`config.mk`:
```
export PLATFORM = sky130hd
export DESIGN_NAME = mem_arbiter
export DESIGN_NICKNAME = d
export VERILOG_FILES = /design/src/rtl/mem_arbiter.sv
export SDC_FILE = /design/constraint.sdc
export NUM_CORES = 1
export LEC_CHECK = 0
export ABC_CLOCK_PERIOD_IN_PS = 2600
export BUFFER_PORTS_ARGS = -buffer_cell sky130_fd_sc_hd__buf_4
export CAP_MARGIN = 20
export CORE_MARGIN = 3
export CORE_UTILIZATION = 40
export DETAILED_ROUTE_END_ITERATION = 6
export PLACE_DENSITY = 0.7
export SYNTH_ARGS = -nofsm -noshare
export SYNTH_HDL_FRONTEND = slang
export SYNTH_SLANG_ARGS = --single-unit
```
`constraint.sdc`:
```
create_clock -name clk -period 2.6 [get_ports clk]
set_clock_uncertainty 0.05 [all_clocks]
set_input_delay 0.26 -clock clk [delete_from_list [all_inputs] [get_ports clk]]
set_output_delay 0.26 -clock clk [all_outputs]
set_load 0.005 [all_outputs]
```
`src/rtl/mem_arbiter.sv`:
```
// mem_arbiter: arbitrates IF fetches and MEM accesses onto one shared bus with
// MEM priority, one outstanding transaction, flush-drop and ack timeout.
module mem_arbiter #(
  parameter int TIMEOUT = 16,
  parameter int AW = 32,
  parameter int DW = 32
) (
  input  logic          clk,
  input  logic          rst_n,
  input  logic          if_ce,
  input  logic [AW-1:0] if_addr,
  output logic [DW-1:0] if_inst,
  input  logic          mem_ce,
  input  logic          mem_we,
  input  logic [AW-1:0] mem_addr,
  input  logic [DW-1:0] mem_wdata,
  input  logic [3:0]    mem_sel,
  output logic [DW-1:0] mem_rdata,
  input  logic          flush,
  output logic          bus_ce,
  output logic          bus_we,
  output logic [AW-1:0] bus_addr,
  output logic [DW-1:0] bus_wdata,
  output logic [3:0]    bus_sel,
  input  logic [DW-1:0] bus_rdata,
  input  logic          bus_ack,
  output logic          stall_req_if,
  output logic          stall_req_mem,
  output logic          bus_err
);
  localparam int CW = ($clog2(TIMEOUT) > 4) ? $clog2(TIMEOUT) : 4;
  typedef enum logic [2:0] {IDLE, IF_BUSY, MEM_BUSY, IF_DONE, MEM_DONE, IF_DROP} state_t;
  state_t state, state_nx;
  logic [CW-1:0] cnt;
  logic busy, tmo, grant_mem, grant_if;
  always_comb begin
    busy = (state == IF_BUSY) || (state == MEM_BUSY) || (state == IF_DROP);
    tmo = busy && !bus_ack && (cnt == CW'(TIMEOUT - 1));
    grant_mem = (state == IDLE) && mem_ce;
    grant_if = (state == IDLE) && !mem_ce && if_ce && !flush;
    state_nx = state;
    case (state)
      IDLE:     state_nx = grant_mem ? MEM_BUSY : grant_if ? IF_BUSY : IDLE;
      IF_BUSY:  state_nx = bus_ack ? (flush ? IDLE : IF_DONE) : tmo ? IDLE : flush ? IF_DROP : IF_BUSY;
      MEM_BUSY: state_nx = bus_ack ? MEM_DONE : tmo ? IDLE : MEM_BUSY;
      IF_DROP:  state_nx = (bus_ack || tmo) ? IDLE : IF_DROP;
      default:  state_nx = IDLE;
    endcase
  end
  assign stall_req_if = if_ce && (state != IF_DONE) && (state != IF_DROP);
  assign stall_req_mem = mem_ce && (state != MEM_DONE);
  // counter restarts on every state change, including the IF_BUSY -> IF_DROP hop
  always_ff @(posedge clk or negedge rst_n) begin
    if (!rst_n) begin
      state <= IDLE;
      cnt <= '0;
    end else begin
      state <= state_nx;
      cnt <= (busy && state_nx == state) ? cnt + 1'b1 : '0;
    end
  end
  always_ff @(posedge clk or negedge rst_n) begin
    if (!rst_n) begin
      bus_ce <= 1'b0;
      bus_we <= 1'b0;
      bus_addr <= '0;
      bus_wdata <= '0;
      bus_sel <= 4'h0;
    end else if (grant_mem) begin
      bus_ce <= 1'b1;
      bus_we <= mem_we;
      bus_addr <= mem_addr;
      bus_wdata <= mem_wdata;
      bus_sel <= mem_sel;
    end else if (grant_if) begin
      bus_ce <= 1'b1;
      bus_we <= 1'b0;
      bus_addr <= if_addr;
      bus_wdata <= '0;
      bus_sel <= 4'hF;
    end else if (busy && (bus_ack || tmo)) begin
      bus_ce <= 1'b0;
    end
  end
  always_ff @(posedge clk or negedge rst_n) begin
    if (!rst_n) begin
      if_inst <= '0;
      mem_rdata <= '0;
      bus_err <= 1'b0;
    end else begin
      if_inst <= (state == IF_BUSY && bus_ack && !flush) ? bus_rdata : if_inst;
      mem_rdata <= (state == MEM_BUSY && bus_ack && !bus_we) ? bus_rdata : mem_rdata;
      bus_err <= tmo;
    end
  end
endmodule

```
-- Word-level counts from Yosys, hierarchy flattened
Cells that the tools add are included.
- $add $sub $neg: 1
- equality and inequality tests: 8
- mux-type cells: 22
- reductions and logical operators: 25
- operators with widths (operator ; number):
    2-to-1 mux 32 bit ; 4
    logical AND 1 bit ; 15
    2-to-1 mux 3 bit ; 5
    2-to-1 mux 4 bit ; 3
    case mux 3 bit (4 select lines) ; 1
    2-to-1 mux 1 bit ; 6
    2-to-1 mux 2 bit ; 3
    inequality test 3 bit (second input constant) ; 2
    adder 4 x 1 -> 4 bit (second input constant) ; 1
    == test 4 bit (second input constant) ; 1
    zero test 1 bit ; 4
    == test 3 x 1 -> 1 bit (second input constant) ; 1
    == test 3 x 2 -> 1 bit (second input constant) ; 1
    == test 3 bit ; 1
    == test 3 bit (second input constant) ; 1
    zero test 3 bit ; 1
    logical OR 1 bit ; 3
    inequality test 3 x 2 -> 1 bit (second input constant) ; 1
    nonzero test 3 bit ; 1
    nonzero test 2 bit ; 1
- bits in registers: 142
- output and inout port bits: 137
- word-level logic and storage cells: 66

-- Depth between registers and ports, before layout
Gate-level depths: netlist (run 1).
- depth in word-level cells: 11
- depth in mapped cells: 6

-- Worst setup path after synthesis (run 1)
No wires, ideal clock.
- path kind: register -> register
- start: register state[1]
- end: register if_inst[10]
- library setup time: 0.125 ns
- arrival time: 1.545 ns
- required time: 2.425 ns
- path slack: 0.880 ns
- cell stages (with the launch flop): 6
- path buffers: 2
- cells stage by stage: dfrtp_1 -> buf_6 -> nand2b_4 -> nor4b_4 -> buf_6 -> mux2_2
- word-level cells in the longest chain between the ends: 3
- ends and longest elaborated chain (what ; RTL line ; source):
    start: declaration ; 33 ; state_t state, state_nx;
    start signal: assignment ; 58 ; state <= state_nx;
    == test 3 x 1 -> 1 bit ; 91 ; if_inst <= (state == IF_BUSY && bus_ack && !flush) ? bus_rdata : if_inst;
    logical AND 1 bit (2 in series) ; 91 ;
    end signal: assignment ; 91 ;
    end: declaration ; 12 ; output logic [DW-1:0] if_inst,
No other way between the ends.
A chain may end at the register's enable or synchronous reset.

-- Final worst setup path (run 1)
- start: register state[1]
- end: register if_inst[5]
Same word-level chain as after synthesis.

==> metrics.md, run 1 <==
| Metric | Value |
|---|---|
| Outcome | complete, no violations |
| Syn_nets | 625 |
| ANT cells | 0 |
| Sequential-to-total area share from yosys stat | about three fifths |
| WL final | roughly 18,000 um |
| Synth top area cells | dfrtp_1 (58%), mux2_2 (12%), a22o_1 (4.7%) |
| Crit-path max FO | 34 |
| Remaining antenna violation count after routing | 0 |
| Max-Cap Viols | 0 |
| Asr flop ratio synth | 100.0% |
| Setup_tns | 0 ps |
| Tcrit/Tclk final | 77.28% |
| # clock sinks | 142 |
| Final Hold Fails | 0 |
| First-pass GRT wire length | 27,350 um |
| Largest net degree at the start of global routing | 59 |
| YS warnings | 0 |
| Post-CTS Setup Bufs | 0 |
| Syn_area_per_cell | roughly 13 sq um |
| Tightest Hold Check Type | input port to register |
| DRT Pass-1 Iters | 5 |
| Post-DP HPWL | 12,510 um |
| Fmax | 497.7 MHz |
| Die W | ~130 um |
| Top cell type's share of synthesized area | 58.11% |
| Worst setup SP type | register |
| Slowest CP cell | dfrtp_1 |
| RSZ-0062 raised after global routing | false |
| Row count | 44 |
| Root Driver | clkbuf_16 |
| Worst-Skew Late Latency | 400 ps |
| Via density | between 5 and 6 |
| Critical Path, Cell by Cell | nand2b_4, nor4b_4, buf_4, mux2_2 |
| CTS tree | built |
| H-tree depth | 4 |
| IO Port Bufs | 275 |
| R2r setup slk | 590 ps |
| Cells after Synth | slightly below 500 |
| Die Ht | ~130 um |
| Final Instance Area | 0.009168 sq mm |
| Hold Path Depth | 3 |
| Largest vdd supply drop | 674.8 uV |
| Final std cells w/o fill | between 900 and 1,000 |
| Synth area leader | dfrtp_1 |
| Core Util, Final | about 62% |
| Layout cells sized above 1 | 50.06% |
| Dpl cell area | 0.008332 sq mm |
| Hold Crit Start | mem_addr[25] |
| Pwr Density | 1171 mW/mm^2 |
| Post-route DRC | 0 |
| Critical Path AT | ~2300 ps |
| Grt total ovfl | 0 |
| Min cycle time layout | 2009 ps |
| CTS Buf Count | 17 |
| Vias | 5,115 |
| Most common cell in the netlist | dfrtp_1 |
| Slew Limit Fails | 0 |
| Worst slew margin | 68.91% |
| Post-CTS Resized | 0 |
| Synth unique cells | 36 |
| Post-Syn Area | 0.006115 sq mm |
| RR Endpoint | if_inst[5] |
| FF-to-FF path depth | 4 |
| CTS max path bufs | 2 |
| Core area | 0.01475 sq mm |
| Commonest cells post-synth | dfrtp_1 (142), mux2_2 (64), nand3_1 (34), nor2b_1 (34) |
| Initial core utilization | 41.44% |
| CTS clk-pin slew, worst paths | 60 ps |
| Inst Count DP | 916 |
| Boundary pin count | around 280 |
| Total power | 0.01073 W |
| Crit path largest cell delay | roughly 510 ps |
| Number of global-route vias before repair | 5,351 |
| Die Area | 0.01681 sq mm |
| Area grow syn2layout | 49.93% |
| GPL Wtd Cong | 0.7937 |
| Nets | 912 |
| Top FF cell, synth | dfrtp_1 |
| Pleak | 4.370 nW |
| DRT iter0 DRCs | 209 |
| Initial antenna violation count | 0 |
| Worst Max-Slew Pin Slew | ~470 ps |
| Final setup vio count | 0 |
| Hold Path End | bus_addr[25] |
| #FFs+latches synth | 142 |
| WL/cell | 18.41 um |
| Critical Path Sink Type | register |
| Post-synth EDFFs | 0 |
| Required time worst endpoint | 2840 ps |
| Setup CP Type | register to register |
| R2r startpoint | state[1] |
| Overall Global Routing Usage | 20.77% |
-- how the worst max path moves through the flow --
stage | depth (start not counted) | slack, ps | from | to
finish | 4 | 590 | state[1] | if_inst[5]
global route | 4 | 490 | state[1] | if_inst[2]
CTS | 4 | 590 | state[1] | if_inst[5]
detailed placement | 4 | 600 | state[1] | if_inst[5]
global placement | 4 | 680 | state[1] | if_inst[18]
floorplan | 5 | 880 | state[1] | if_inst[10]
-- logic make-up after synthesis --
| group | count (synthesis) | share of synthesized area [%] |
|---|---|---|
| mux | 64 | 11.79 |
| compound gates | 80 | 10.39 |
| fa+ha+maj | 1 | 0.2046 |
| buf+inv | 41 | 3.376 |
| simple gates | 154 | 15.69 |
| xor+xnor | 3 | 0.4298 |
| flops | 142 | 58.11 |
-- repair_timing --
action                                 4_1_cts  5_1_grt
hold buffers                                20        1
setup endpoints to repair                    0        0
endpoints found under the hold margin       55        1
-- cells in the final DEF (no fill, tap or decap), types with 2 or more instances in the layout --
master and instances:
buf_4 286, dfrtp_1 142, mux2_2 64, nand3_1 34, nor2b_1 33, a22o_1 33, nand2_1 33, nand4b_1 32
a22oi_1 32, dlygate4sd3_1 21, clkbuf_16 17, clkinvlp_4 5, nor3_1 4, o22a_1 4, nor2_1 3, or3_1 3
o21ai_0 3, bufinv_16 3, clkbuf_8 3, nor4b_4 2, nand2b_1 2, nor3b_1 2, xor2_1 2, a21boi_0 2
clkinv_4 2
-- metal layers --
| layer | routed length [um] | GRT usage, % | up-vias |
|---|---|---|---|
| li1 | - | - | 2349 |
| met2 | 8715 | 34.49 | 225 |
| met4 | 274 | 6.540 | 0 |
| met5 | 0 | 0 | - |
| met1 | 7114 | 25.07 | 2520 |
| met3 | 1738 | 7.997 | 21 |
-- registers in the layout (all words and copies together) (netlist names) --
| register | flops |
|---|---|
| bus_addr | 32 |
| bus_wdata | 32 |
| if_inst | 32 |
| mem_rdata | 32 |
| bus_sel | 4 |
| cnt | 4 |
| state | 3 |
| bus_ce | 1 |
| bus_err | 1 |
| bus_we | 1 |
-- stage by stage --
| stage | hold slack (ps) | worst slack, ps |
|---|---|---|
| after floorplan | -85.59 | 879.9 |
| after global placement | 138.6 | 678.2 |
| after CTS | 0.09651 | 589.1 |
| after global routing | 4.334 | 490.8 |
| after detailed placement | 150.0 | 601.4 |
| final | 21.54 | 590.8 |
-- power breakdown --
part           total [W]  internal, W  switching [W]
registers        0.00397      0.00326       0.000710
clock network    0.00252      0.00159       0.000933
logic            0.00424      0.00252        0.00172
total             0.0107      0.00737        0.00336
-- cell type report --
class	instances	area, sq um
clock buffer	20	466.7
clock inverter	12	158.9
fill	1164	5587
multi-input combinational	302	2370
sequential	142	3553
tap	184	230.2
timing repair buffer	309	2389
-- critical path: cells and delay by family (launching register included) --
family | cells | cell delay, ps
flops | 1 | 510
simple gates | 2 | 470
buf+inv | 1 | 460
mux | 1 | 400
(Power assumes the default switching activity.)
==> run 2, diff against run 1 <==
--- a/config.mk
+++ b/config.mk
@@ -5,13 +5,13 @@
 export SDC_FILE = /design/constraint.sdc
 export NUM_CORES = 1
 export LEC_CHECK = 0
-export ABC_CLOCK_PERIOD_IN_PS = 2600
+export ABC_CLOCK_PERIOD_IN_PS = 1700
 export BUFFER_PORTS_ARGS = -buffer_cell sky130_fd_sc_hd__buf_4
 export CAP_MARGIN = 20
 export CORE_MARGIN = 3
 export CORE_UTILIZATION = 40
 export DETAILED_ROUTE_END_ITERATION = 6
-export PLACE_DENSITY = 0.7
+export PLACE_DENSITY = 0.72
 export SYNTH_ARGS = -nofsm -noshare
 export SYNTH_HDL_FRONTEND = slang
 export SYNTH_SLANG_ARGS = --single-unit
==> constraint.sdc (replaced) <==
create_clock -name clk -period 1.7 [get_ports clk]
set_clock_uncertainty 0.05 [all_clocks]
set_input_delay 0.17 -clock clk [delete_from_list [all_inputs] [get_ports clk]]
set_output_delay 0.17 -clock clk [all_outputs]
set_load 0.005 [all_outputs]
==> run 2 against run 1 <==
Against the previous run: the run now ends with setup timing left; clock power rose by 53%; routed wire length rose by 27%; cell area increased by 17%; sequential share of layout area decreased by 5.6 points; core utilization increased by 11 points; register-to-register slack worse by 600 ps; critical path depth is 1 higher; via count increased by 16%; combinational power is 84% higher; non-clock buffer count increased by 132; power is 66% higher; count of clock-buffer cells in the layout down 1.
==> metrics.md, run 2 (same netlist as run 1, synthesis figures left out) <==
| Metric | Value |
|---|---|
| Outcome | finished with violations |
| Failing checks | setup timing |
| Pwr Density | around 1700 mW/mm^2 |
| Final Hold Fails | 0 |
| Layout cells sized above 1 | ~47% |
| Pleak | 5.004 nW |
| Worst Max-Slew Pin Slew | 464.5 ps |
| WL final | 22,630 um |
| Final setup vio count | 2 |
| Vias | roughly 6,000 |
| Die Area | 0.01681 sq mm |
| Setup CP Type | register to register |
| Worst slew margin | 69.04% |
| IO Port Bufs | around 280 |
| H-tree depth | 4 |
| Total power | ~0.018 W |
| CTS Buf Count | 17 |
| Dpl cell area | roughly 0.0085 sq mm |
| CTS tree | built |
| Grt total ovfl | 0 |
| Max-Cap Viols | 0 |
| DRT iter0 DRCs | 283 |
| Nets | 1,044 |
| Worst-Skew Late Latency | between 400 and 500 ps |
| Most frequent cells in the layout | buf_4 (287), dfrtp_1 (140), dlygate4sd3_1 (134) |
| Fmax | 586.1 MHz |
| First-pass GRT wire length | about 33,000 um |
| WL/cell | 20.54 um |
| Final Worst Setup Slack | -6.199 ps |
| Die W | 129.6 um |
| FF-to-FF path depth | 5 |
| Required time worst endpoint | 1950 ps |
| Via density | 5.366 |
| Largest net degree at the start of global routing | a little over 60 |
| Post-route DRC | 0 |
| DP Worst Slack | -4.090 ps |
| CP endpoint | if_inst[30] |
| Row count | 44 |
| CTS max path bufs | 2 |
| R2r startpoint | state[2] |
| Post-DP HPWL | between 10,000 and 15,000 um |
| Critical Path Sink Type | register |
| Overall Global Routing Usage | 25.23% |
| Root Driver | clkbuf_16 |
| CTS clk-pin slew, worst paths | 60 ps |
| Worst setup SP type | register |
| Die Ht | 129.6 um |
| Boundary pin count | 276 |
| Slew Limit Fails | 0 |
| Min cycle time layout | 1706 ps |
| Tcrit/Tclk final | 100.4% |
| DRT Pass-1 Iters | 6 |
| RSZ-0062 raised after global routing | true |
| Area grow syn2layout | 75.30% |
| Crit-path max FO | 17 |
| Remaining antenna violation count after routing | 0 |
| Largest vdd supply drop | 1010 uV |
| R2r setup slk | -6 ps |
| Final Instance Area | 0.01072 sq mm |
| Critical Path Source | state[2] |
| # clock sinks | approximately 140 |
| Initial antenna violation count | 1 |
| Core area | 0.01475 sq mm |
| Initial core utilization | 41.44% |
| Fin Hold WS | 33.99 ps |
| RR Endpoint | if_inst[30] |
| Most common cell after layout, fill and taps aside | buf_4 |
| GPL Wtd Cong | 0.8369 |
| Critical Path AT | between 1500 and 2000 ps |
| Tightest Hold Check Type | input port to register |
| Hold Path Depth | 3 |
| Number of global-route vias before repair | 6,294 |
-- run 2: cell types whose count changed in the layout (fill, tap and decap cells not counted), moves of 4 or more --
cell	change
a22oi_1	-18
dlygate4sd3_1	+113
clkbuf_16	+4
buf_12	+6
a22oi_2	+18
buf_6	+7
-- run 2: per-layer routing --
layer  global-route usage [%]  up-vias  part of all wire, %
met3                    8.945       64                  9.0
met4                    10.64        0                  3.4
met1                    27.96     2891                   37
li1                         -     2624                    -
met5                        0        -                    0
met2                    43.95      334                   51
-- run 2: cell type report --
cell class	instances	area [sq um]
Antenna cell	1	2.502
Clock inverter	13	161.4
Timing Repair Buffer	441	3841
Clock buffer	19	452.9
Multi-Input combinational cell	302	2475
Sequential cell	142	3556
Tap cell	184	230.2
Fill cell	947	4035
-- run 2: power by group --
part | total (W) | leakage (nW) | internal, W | switching (W)
Sequential | 0.00614 | 1.74 | 0.00499 | 0.00115
Clock | 0.00385 | 0.292 | 0.00239 | 0.00146
Combinational | 0.00782 | 2.98 | 0.00459 | 0.00323
-- run 2: through the flow --
step / setup TNS (ps) / cells / util [%]
after floorplan: -604.5 / 485 / -
after global placement: 0 / 922 / 57.37
after detailed placement: -18.97 / 922 / 57.37
after CTS: 0 / 1091 / 70.79
after global routing: -1647 / 1102 / 72.65
final: -10.07 / 1102 / 72.65
-- run 2: what timing repair did --
action / 4_1_cts / 5_1_grt
endpoints found under the setup margin: 11 / 67
cloned: 0 / 7
hold buffers: 134 / 0
hold endpoints to repair: 175 / 0
setup buffers: 3 / 3
pin swaps: 0 / 9
resized for setup: 4 / 27
-- run 2: worst min-delay path by stage --
| stage | startpoint | endpoint | slack (ps) |
|---|---|---|---|
| 2_1_floorplan | rst_n | bus_addr[0] | -180 |
| 3_3_place_gp | rst_n | bus_addr[15] | 90 |
| 3_5_place_dp | rst_n | bus_addr[15] | 90 |
| 4_1_cts | if_addr[30] | bus_addr[30] | 20 |
| 5_1_grt | if_addr[30] | bus_addr[30] | 40 |
| 6_report | if_addr[30] | bus_addr[30] | 30 |
-- run 2: worst max-delay path: stages, from the launching register on --
cell	delay (ps)
dfrtp_2	420
buf_4	150
nor4b_4	270
buf_6	160
buf_12	170
mux2_2	360
==> run 3, diff against run 2 <==
--- a/config.mk
+++ b/config.mk
@@ -10,6 +10,7 @@
 export CAP_MARGIN = 20
 export CORE_MARGIN = 3
 export CORE_UTILIZATION = 40
+export CTS_BUF_LIST = sky130_fd_sc_hd__clkbuf_16
 export DETAILED_ROUTE_END_ITERATION = 6
 export PLACE_DENSITY = 0.72
 export SYNTH_ARGS = -nofsm -noshare
==> run 3 against run 2 <==
Against the previous run: first-iteration DRC count shrank 8.8%; worst setup slack better by 3.4 ps; non-clock buffer count rose by 1; global-route usage is essentially flat; sequential cell count stayed put; largest cell class unchanged; power fell by 0.53%; sequential share of layout area about the same; via count hardly changed; critical path depth unchanged; maximum frequency is 0.20% higher; register-to-register slack hardly changed; the flow still finishes with violations (setup timing); critical endpoint is now if_inst[24].
==> metrics.md, run 3 (same netlist as run 1, synthesis figures left out) <==
| Metric | Value |
|---|---|
| Final setup vio count | 2 |
| Pwr Density | 1655 mW/mm^2 |
| Hold Path End | bus_addr[30] |
| Hold Crit Start | if_addr[30] |
| Tcrit/Tclk final | 100.2% |
| Pleak | 4.998 nW |
| Initial antenna violation count | 1 |
| Remaining antenna violation count after routing | 0 |
| Failing checks | setup timing |
| DRT iter0 DRCs | 258 |
| Post-DP HPWL | approximately 13,000 um |
| Required time worst endpoint | 1940 ps |
| CTS Buf Count | 17 |
| Tightest Hold Check Type | input port to register |
| CTS tree | built |
| Area grow syn2layout | 75.10% |
| Die Ht | between 100 and 150 um |
| Number of global-route vias before repair | 6,304 |
| Multi-input gate area | 0.002475 sq mm |
| Max-Cap Viols | 0 |
| Hold Path Depth | 3 |
| WL/cell | 20.54 um |
| Min cycle time layout | about 1700 ps |
| Largest vdd supply drop | 1009 uV |
| RSZ-0062 raised after global routing | true |
| Initial core utilization | around 41% |
| Critical Path Sink Type | register |
| WL final | 22,660 um |
| Worst setup SP type | register |
| Worst-Skew Late Latency | 410 ps |
| Setup CP Type | register to register |
| GPL Wtd Cong | 0.8369 |
| Final Hold Fails | 0 |
| CTS clk-pin slew, worst paths | about 60 ps |
| Critical Path AT | 1950 ps |
| Die W | 129.6 um |
| Worst slew margin | between 60 and 70% |
| Register area | around 0.0036 sq mm |
| IO Port Bufs | 275 |
| Die Area | 0.01681 sq mm |
| Nets | around 1,000 |
| Crit-path max FO | 17 |
| H-tree depth | 4 |
| CTS max path bufs | 2 |
| # fillers | 953 |
| Largest net degree at the start of global routing | 62 |
| Layout cells sized above 1 | 47.17% |
| Total power | ~0.018 W |
| Boundary pin count | 276 |
| Outcome | finished with violations |
| Slew Limit Fails | 0 |
| R2r setup slk | -3 ps |
| Grt total ovfl | 0 |
| Critical Path Source | state[2] |
| Core area | 0.01475 sq mm |
| Critical Path, Cell by Cell | buf_4, nor4b_4, buf_6, buf_12, mux2_2 |
| Post-route DRC | 0 |
| Overall Global Routing Usage | 25.25% |
| Worst Max-Slew Pin Slew | 462.2 ps |
| DRT Pass-1 Iters | 5 |
| Root Driver | clkbuf_16 |
| R2r startpoint | state[2] |
| # clock sinks | 142 |
| Crit path largest cell delay | 420 ps |
| Final Worst Setup Slack | -2.786 ps |
| Most common cell after layout, fill and taps aside | buf_4 |
| Most frequent cells in the layout | buf_4 (288), dfrtp_1 (140), dlygate4sd3_1 (134) |
| Row count | 44 |
| Fmax | 587.3 MHz |
| Fin Hold WS | 35.71 ps |
| RR Endpoint | if_inst[24] |
| First-pass GRT wire length | 33,180 um |
| FF-to-FF path depth | 5 |
| Slowest CP cell | dfrtp_2 |
| Vias | 5,918 |
| Via density | ~5.4 |
## run 3: cell types whose count changed in the layout (fill, tap and decap cells not counted)
cell | before | now
buf_4 | 287 | 288
clkbuf_8 | 2 | 0
clkinv_1 | 0 | 2
## run 3: worst max path at each step
stage	end	slack [ps]	cells after the start
floorplan	if_inst[10]	-20	5
global placement	if_inst[26]	70	4
detailed placement	if_inst[17]	-4	4
CTS	if_inst[17]	7	4
global route	mem_rdata[23]	-40	5
finish	if_inst[24]	-3	5
## run 3: final cells by class
type | instances | share of cell area, %
multi-input cells | 302 | 23.12
clock inverters | 15 | 1.578
repair buffers | 442 | 35.95
diodes | 1 | 0.02337
well taps | 184 | 2.150
clock buffers | 17 | 3.973
flip-flops and latches | 142 | 33.21
## run 3: worst max-delay path, delay by kind of cell, from the launching register on
kind | cells | cell delay (ps)
buffers and inverters | 3 | 470
DFF | 1 | 420
muxes | 1 | 360
and+or+nand+nor | 1 | 270
## run 3: layer usage
layer | vias up | wire, um | track usage [%]
met5 | - | 0 | 0
met4 | 0 | 711 | 10.64
met3 | 58 | 1926 | 8.821
met2 | 324 | 11580 | 44.22
met1 | 2910 | 8434 | 27.88
li1 | 2626 | - | -
## run 3: what timing repair did
| item | CTS | global route |
|---|---|---|
| resized for setup | 4 | 27 |
| setup buffers | 3 | 4 |
| pin swaps | 0 | 8 |
| endpoints found under the setup margin | 12 | 66 |
| hold buffers | 134 | 0 |
| gates cloned | 0 | 7 |
| hold endpoints to repair | 175 | 0 |
## run 3: stage by stage
step	setup WS (ps)	cell area, sq um	utilization, %	cells	setup TNS [ps]
floorplan	-20.15	6115	-	485	-604.5
global placement	70.70	8464	57.37	922	0
detailed placement	-4.090	8464	57.37	922	-18.97
CTS	6.741	10430	70.66	1091	0
global route	-35.37	10710	72.57	1103	-1123
finish	-2.786	10710	72.57	1103	-5.045
## run 3: report_power, final
group / total [W] / switching (W) / internal [W]
clock network: 0.00375 / 0.00145 / 0.00230
logic: 0.00783 / 0.00322 / 0.00461
registers: 0.00614 / 0.00115 / 0.00499
